## src/rtl/regfile_pkg.sv

```systemverilog
// ----------------------------------------------------------------------------
// regfile_pkg
// Shared definitions for the register-file writeback arbiter.
//   AW_DEF  : default register-address width
//   DW_DEF  : default data width
//   grant_e : identifies which writeback requester owns the write port
// ----------------------------------------------------------------------------
package regfile_pkg;

   localparam int AW_DEF = 5;
   localparam int DW_DEF = 32;

   // Requester identity used for the round-robin "last winner" memory.
   typedef enum logic {
      GNT_A = 1'b0,
      GNT_M = 1'b1
   } grant_e;

endpackage

```

## src/rtl/wb_hold_slot.sv

```systemverilog
// ----------------------------------------------------------------------------
// wb_hold_slot
// One-entry holding buffer for a single writeback requester.
// Ports:
//   clk      : clock, rising edge
//   rst      : synchronous active-low reset
//   i_valid  : requester offers a write
//   o_ready  : slot is empty and can accept (depends only on the slot flag)
//   i_rd     : destination register of the offered write
//   i_data   : data of the offered write
//   i_clear  : arbiter has granted this slot; empty it on the next edge
//   o_pend   : slot holds a write waiting for the register-file port
//   o_rd     : held destination register
//   o_data   : held data
// ----------------------------------------------------------------------------
module wb_hold_slot
   import regfile_pkg::*;
#(
   parameter int AW = AW_DEF,
   parameter int DW = DW_DEF
) (
   input  logic          clk,
   input  logic          rst,
   input  logic          i_valid,
   output logic          o_ready,
   input  logic [AW-1:0] i_rd,
   input  logic [DW-1:0] i_data,
   input  logic          i_clear,
   output logic          o_pend,
   output logic [AW-1:0] o_rd,
   output logic [DW-1:0] o_data
);

   logic          r_pend;
   logic [AW-1:0] r_rd;
   logic [DW-1:0] r_data;
   logic          w_capture;

   // Ready is purely the inverse of the occupancy flag, so a slot freed by a
   // grant only becomes ready after the clearing edge, never on it.
   assign o_ready   = !r_pend;
   assign w_capture = i_valid && !r_pend;

   assign o_pend = r_pend;
   assign o_rd   = r_rd;
   assign o_data = r_data;

   // Occupancy and payload. A clear can only arrive while the slot is full
   // and a capture only while it is empty, so the two never collide; the
   // clear is still given priority so the intent stays explicit.
   always_ff @(posedge clk) begin
      if (!rst) begin
         r_pend <= 1'b0;
         r_rd   <= '0;
         r_data <= '0;
      end else if (i_clear) begin
         r_pend <= 1'b0;
      end else if (w_capture) begin
         r_pend <= 1'b1;
         r_rd   <= i_rd;
         r_data <= i_data;
      end
   end

endmodule

```

## src/rtl/regfile_wb_arbiter.sv

```systemverilog
// ----------------------------------------------------------------------------
// regfile_wb_arbiter
// Merges ALU and load writebacks onto a single register-file write port.
// Each requester gets a one-entry holding slot; pending slots are granted one
// per cycle, round-robin on ties, into a registered write port. Pending and
// just-written values are bypassed to two read ports.
// Ports:
//   clk, rst                         : clock and synchronous active-low reset
//   a_valid/a_ready/a_rd/a_data      : ALU writeback requester
//   m_valid/m_ready/m_rd/m_data      : memory/load writeback requester
//   regwrite/rd/writedata            : registered register-file write port
//   rs, rt                           : register-file read addresses to snoop
//   fwd1_hit/fwd1_data               : bypass result for rs
//   fwd2_hit/fwd2_data               : bypass result for rt
//   conflict_cnt                     : saturating count of contended cycles
// ----------------------------------------------------------------------------
module regfile_wb_arbiter
   import regfile_pkg::*;
#(
   parameter int AW = AW_DEF,
   parameter int DW = DW_DEF
) (
   input  logic          clk,
   input  logic          rst,
   input  logic          a_valid,
   output logic          a_ready,
   input  logic [AW-1:0] a_rd,
   input  logic [DW-1:0] a_data,
   input  logic          m_valid,
   output logic          m_ready,
   input  logic [AW-1:0] m_rd,
   input  logic [DW-1:0] m_data,
   output logic          regwrite,
   output logic [AW-1:0] rd,
   output logic [DW-1:0] writedata,
   input  logic [AW-1:0] rs,
   input  logic [AW-1:0] rt,
   output logic          fwd1_hit,
   output logic [DW-1:0] fwd1_data,
   output logic          fwd2_hit,
   output logic [DW-1:0] fwd2_data,
   output logic [7:0]    conflict_cnt
);

   logic          w_pendA;
   logic [AW-1:0] w_rdA;
   logic [DW-1:0] w_dataA;
   logic          w_pendM;
   logic [AW-1:0] w_rdM;
   logic [DW-1:0] w_dataM;

   logic          w_anyPend;
   logic          w_bothPend;
   grant_e        w_grant;
   logic          w_clearA;
   logic          w_clearM;
   logic [AW-1:0] w_selRd;
   logic [DW-1:0] w_selData;
   logic          w_secondIsA;

   logic [AW-1:0] w_addr [2];
   logic          w_hit  [2];
   logic [DW-1:0] w_fwd  [2];

   grant_e        r_lastGrant;
   logic          r_regwrite;
   logic [AW-1:0] r_rd;
   logic [DW-1:0] r_writedata;
   logic [7:0]    r_conflictCnt;

   wb_hold_slot #(.AW(AW), .DW(DW)) u_slotA (
      .clk     (clk),
      .rst     (rst),
      .i_valid (a_valid),
      .o_ready (a_ready),
      .i_rd    (a_rd),
      .i_data  (a_data),
      .i_clear (w_clearA),
      .o_pend  (w_pendA),
      .o_rd    (w_rdA),
      .o_data  (w_dataA)
   );

   wb_hold_slot #(.AW(AW), .DW(DW)) u_slotM (
      .clk     (clk),
      .rst     (rst),
      .i_valid (m_valid),
      .o_ready (m_ready),
      .i_rd    (m_rd),
      .i_data  (m_data),
      .i_clear (w_clearM),
      .o_pend  (w_pendM),
      .o_rd    (w_rdM),
      .o_data  (w_dataM)
   );

   assign w_anyPend  = w_pendA || w_pendM;
   assign w_bothPend = w_pendA && w_pendM;

   // Pick the winner: a lone pending slot always wins; on a tie the slot that
   // did not win last time goes first.
   always_comb begin
      w_grant = GNT_A;
      if (w_bothPend) begin
         w_grant = (r_lastGrant == GNT_A) ? GNT_M : GNT_A;
      end else if (w_pendM) begin
         w_grant = GNT_M;
      end
   end

   assign w_clearA  = w_anyPend && (w_grant == GNT_A);
   assign w_clearM  = w_anyPend && (w_grant == GNT_M);
   assign w_selRd   = (w_grant == GNT_A) ? w_rdA   : w_rdM;
   assign w_selData = (w_grant == GNT_A) ? w_dataA : w_dataM;

   // Registered write port. A grant to register 0 still drains the slot and
   // updates rd/writedata, but never raises regwrite. Idle cycles only drop
   // regwrite so rd/writedata keep their last values.
   always_ff @(posedge clk) begin
      if (!rst) begin
         r_regwrite  <= 1'b0;
         r_rd        <= '0;
         r_writedata <= '0;
         r_lastGrant <= GNT_M;
      end else if (w_anyPend) begin
         r_regwrite  <= (w_selRd != '0);
         r_rd        <= w_selRd;
         r_writedata <= w_selData;
         r_lastGrant <= w_grant;
      end else begin
         r_regwrite  <= 1'b0;
      end
   end

   // Count every edge on which both requesters are waiting, stopping at 255.
   always_ff @(posedge clk) begin
      if (!rst) begin
         r_conflictCnt <= '0;
      end else if (w_bothPend && (r_conflictCnt != 8'hFF)) begin
         r_conflictCnt <= r_conflictCnt + 8'd1;
      end
   end

   // When both slots wait, the one granted second is the one that won last
   // time, and it holds the youngest value for any shared register.
   assign w_secondIsA = (r_lastGrant == GNT_A);

   assign w_addr[0] = rs;
   assign w_addr[1] = rt;

   // Bypass lookup for both read ports. Sources are applied oldest first so
   // each later match overrides: output register, then the slot granted
   // first, then the slot granted second. Register 0 never hits.
   always_comb begin
      for (int i = 0; i < 2; i++) begin
         w_hit[i] = 1'b0;
         w_fwd[i] = '0;
         if (w_addr[i] != '0) begin
            if (r_regwrite && (r_rd == w_addr[i])) begin
               w_hit[i] = 1'b1;
               w_fwd[i] = r_writedata;
            end
            if (w_secondIsA) begin
               if (w_pendM && (w_rdM == w_addr[i])) begin
                  w_hit[i] = 1'b1;
                  w_fwd[i] = w_dataM;
               end
               if (w_pendA && (w_rdA == w_addr[i])) begin
                  w_hit[i] = 1'b1;
                  w_fwd[i] = w_dataA;
               end
            end else begin
               if (w_pendA && (w_rdA == w_addr[i])) begin
                  w_hit[i] = 1'b1;
                  w_fwd[i] = w_dataA;
               end
               if (w_pendM && (w_rdM == w_addr[i])) begin
                  w_hit[i] = 1'b1;
                  w_fwd[i] = w_dataM;
               end
            end
         end
      end
   end

   assign fwd1_hit     = w_hit[0];
   assign fwd1_data    = w_fwd[0];
   assign fwd2_hit     = w_hit[1];
   assign fwd2_data    = w_fwd[1];

   assign regwrite     = r_regwrite;
   assign rd           = r_rd;
   assign writedata    = r_writedata;
   assign conflict_cnt = r_conflictCnt;

endmodule
```

## config.mk

```make
export PLATFORM = sky130hd
export DESIGN_NAME = regfile_wb_arbiter
export DESIGN_NICKNAME = d
export VERILOG_FILES = /design/src/rtl/regfile_pkg.sv /design/src/rtl/wb_hold_slot.sv /design/src/rtl/regfile_wb_arbiter.sv
export SDC_FILE = /design/constraint.sdc
export NUM_CORES = 1
export LEC_CHECK = 0
export ABC_AREA = 1
export CELL_PAD_IN_SITES_DETAIL_PLACEMENT = 0
export CELL_PAD_IN_SITES_GLOBAL_PLACEMENT = 1
export CORE_MARGIN = 2
export CORE_UTILIZATION = 31
export DETAILED_ROUTE_END_ITERATION = 10
export PLACE_DENSITY = 0.83
export SLEW_MARGIN = 20
export SYNTH_ARGS = -nofsm -noshare
export SYNTH_HDL_FRONTEND = slang
export SYNTH_SLANG_ARGS = --single-unit
```

## constraint.sdc

```tcl
create_clock -name clk -period 1.6 [get_ports clk]
set_clock_uncertainty 0.2 [all_clocks]
set_input_delay 0.32 -clock clk [delete_from_list [all_inputs] [get_ports clk]]
set_output_delay 0.32 -clock clk [all_outputs]
set_load 0.01 [all_outputs]
```

==> impl_metrics.csv <==
group,metric,value,unit
synthesis,synth_enable_flop_cells,0,
sta,tns,-61880,ps
drt,first_pass_iters,5,
cts,cts_tree,"done",
sta,relSlewSlack,0.781,
drt,drt_iter0_markers,887,
min_path,whs_path_depth,5,
die,start_util,0.315,
global_route,grt_pass1_vias,10500,
sta,worst_slew_pin_slew,328,ps
sta,setup-violations-final,69,
synthesis,synth_commonest_cells,"378 x nand2_1, 218 x nor2_1, 171 x nand3_1",
synthesis,yosys-top-cells-area,"dfxtp_1 30%, nand2_1 17%, nand3_1 10%, nor2_1 10%, o21ai_0 9.2%",
power,clkPwrFrac,0.414,
place,pre_cts_ws,-1530,ps
cts,clock_sinks,123,
die,ios,202,
sta,rsz0062_at_grt,"yes",
sta,fmax,381,MHz
setup_path,crit_type,"register to output pin",
drt,vias,10800,
place,hpwl,23.6,mm
die,die_area,27600,um^2
synthesis,async_flop_share,0,
global_route,antenna_found_initial,0,
die,rows,59,
die,core_area,25900,um^2
cts,path_clk_slew,60,ps
synthesis,yosys.area.top_type,"dfxtp_1",
sta,slew_viol_final,0,
finish,post-route-util,0.550,
synthesis,syn_area_per_cell,5.98,um^2
setup_path,crit_cells,14,
outcome,status,"finished with violations",
synthesis,ys.warnings.count,0,
power,p_total,10.5,mW
cts,root_buffer,"clkbuf_16",
min_path,hold_path_class,"primary input to register",
synthesis,synth_most_common_cell,"nand2_1",
setup_path,cp-end-kind,"output pin",
power,switching_share,0.301,
sta,hold_viol,0,
finish,nets,1816,
cts,cts_buffers,17,
power,power.leakage,7.02,nW
power,switching_power,3.18,mW
power,p_int,7.37,mW
synthesis,synth_top_area_share,0.302,
synthesis,syn_nets,1453,
job,maxCapViolCount,0,
finish,diodes,0,
setup_path,crit_family,"buffers and inverters",
setup_path,cp.buffers_inverters,6,
setup_path,crit_arrival,2100,ps
drt,postRouteAntennaNets,0,
global_route,groute.usage.overall,0.265,
sta,period_minus_slack,2620,ps
setup_path,path_cells,"inv_4, nand2_4, nand2_4, nor2_4, nand3_4, buf_12, buf_12, buf_8, buf_6, nor2_4, nand2_1, nand2_1, nor2_2, buf_2",
finish,syn2layout_area_growth,74.8,%
global_route,grt_pass1_wl,57.9,mm
cts,cts_max_level,4,
cts,cts_hold_buf,0,
finish,final_layout_size_suffix_gt1_frac,0.457,
finish,finalNonFillerCells,2075,
drt,route.detailed.drc,0,
setup_path,cp_max_fo,6,
cts,clock_path_buffers,2,
global_route,overflow,0,
cts,worstSkewPairLatency,420,ps
sta,worst_slack,-1020,ps
drt,wl_per_cell,18.7,um
place,place.gp.congestion,0.868,
place,placed_area,12000,um^2
setup_path,slowest_stage,"dfxtp_4",
synthesis,ys.flop_type,"dfxtp_1",
power,cellPowerDensity,740,nW/um^2
synthesis,synth_cell_types,28,
setup_path,start_kind,"register",
setup_path,cp.required,1080,ps
die,fp.dieW,166,um
sta,hold_ws,121,ps
global_route,grt_start_max_net_pins,46,
finish,final_area,14200,um^2
synthesis,ys_seq_area_frac,0.302,
place,dp.cells,1963,
synthesis,syn_inst,1364,
setup_path,cpPeakStageDelay,380,ps
power,ir_worst_vdd,488,uV
synthesis,syn-cell-area,8150,um^2
finish,fillCellCount,2458,
power,comb_power_share,0.244,
power,power_frac_seq,0.343,
die,die_h,166,um
outcome,violations,"negative setup slack",
drt,wirelength,38.8,mm
setup_path,r2r_cells,8,
synthesis,synth_seq_cells,123,
sta,finalCritPeriodShare,1.64,
place,portBuffers,201,
drt,via_per_inst,5.19,
-- final timing paths --
kind	slack [ps]	endpoint	startpoint
setup / recovery	-1020	fwd2_data[29]	u_slotM.o_rd[0]$_SDFFE_PN0P_
hold / removal	120	rd[1]$_SDFFE_PN0N_	rst
hold reg to reg	290	conflict_cnt[3]$_SDFFE_PN0P_	conflict_cnt[3]$_SDFFE_PN0P_
setup reg to reg	10	u_slotA.o_data[10]$_SDFFE_PN0P_	u_slotA.o_pend$_SDFFE_PP0P_
-- cell families after synthesis --
kind of cell | count (synthesis) | share of synthesized area
and+or+nand+nor | 850 | 0.448
AOI/OAI and AO/OA | 212 | 0.133
buffers and inverters | 170 | 0.107
xor gates and xnor gates | 7 | 0.00752
muxes | 1 | 0.00123
adders and majority gates | 1 | 0.00153
DFF | 123 | 0.302
-- timing repair --
item	in CTS	in global routing
resized for setup	662	223
pin swaps	93	71
setup buffers	75	17
endpoints found under the setup margin	158	139
gates cloned	10	6
-- worst reg2reg max path: stages, from the launching register on --
cell	delay, ps
dfxtp_4	370
buf_8	140
inv_4	60
buf_6	110
nand2_8	70
buf_12	160
buf_4	160
o21ai_0	150
a21oi_1	50
-- cell type report --
class,count,area (um^2),share of cell area
repair buffers,443,4390,0.308
multi-input cells,1072,5940,0.417
inverters,70,288,0.0202
well taps,335,419,0.0294
clock inverters,10,160,0.0112
clock buffers,22,495,0.0348
flip-flops and latches,123,2570,0.180
-- layout by cell type, fill, tap and decap left out, drive strengths merged, types with 4 or more instances in the layout --
cell and count:
a21oi 56, buf 341, bufinv 4, clkbuf 32, clkdlybuf4s15 5, clkdlybuf4s50 76
clkinv 5, dfxtp 123, dlygate4sd2 9, inv 70, nand2 380, nand3 175
nand4 5, nor2 285, nor3 4, o21ai 154, xor2 7
-- power groups by stage --
stage	Sequential (mW)	Combinational [mW]	Clock (mW)
finish	3.62	2.57	4.36
detailed placement	3.62	2.22	0
global route	3.64	2.76	4.53
CTS	3.58	2.41	4.41
global placement	3.62	2.21	0
floorplan	3.61	0.913	0
-- flip-flops by register name, indices dropped and copies added (netlist names) --
register and count:
u_slotA.o_rd 5, r_lastGrant 1, conflict_cnt 8, u_slotA.o_pend 1, rd 5, u_slotM.o_pend 1
writedata 32, regwrite 1, u_slotM.o_rd 5, u_slotA.o_data 32, u_slotM.o_data 32
-- routing by layer --
metal | vias up | global-route usage | routed length (um)
li1 | 5110 | - | -
met1 | 5022 | 0.332 | 16100
met2 | 553 | 0.454 | 18400
met3 | 87 | 0.0517 | 3100
met4 | 0 | 0.0938 | 1170
met5 | - | 0 | 0
No activity file was read; power rests on OpenSTA's default activity.
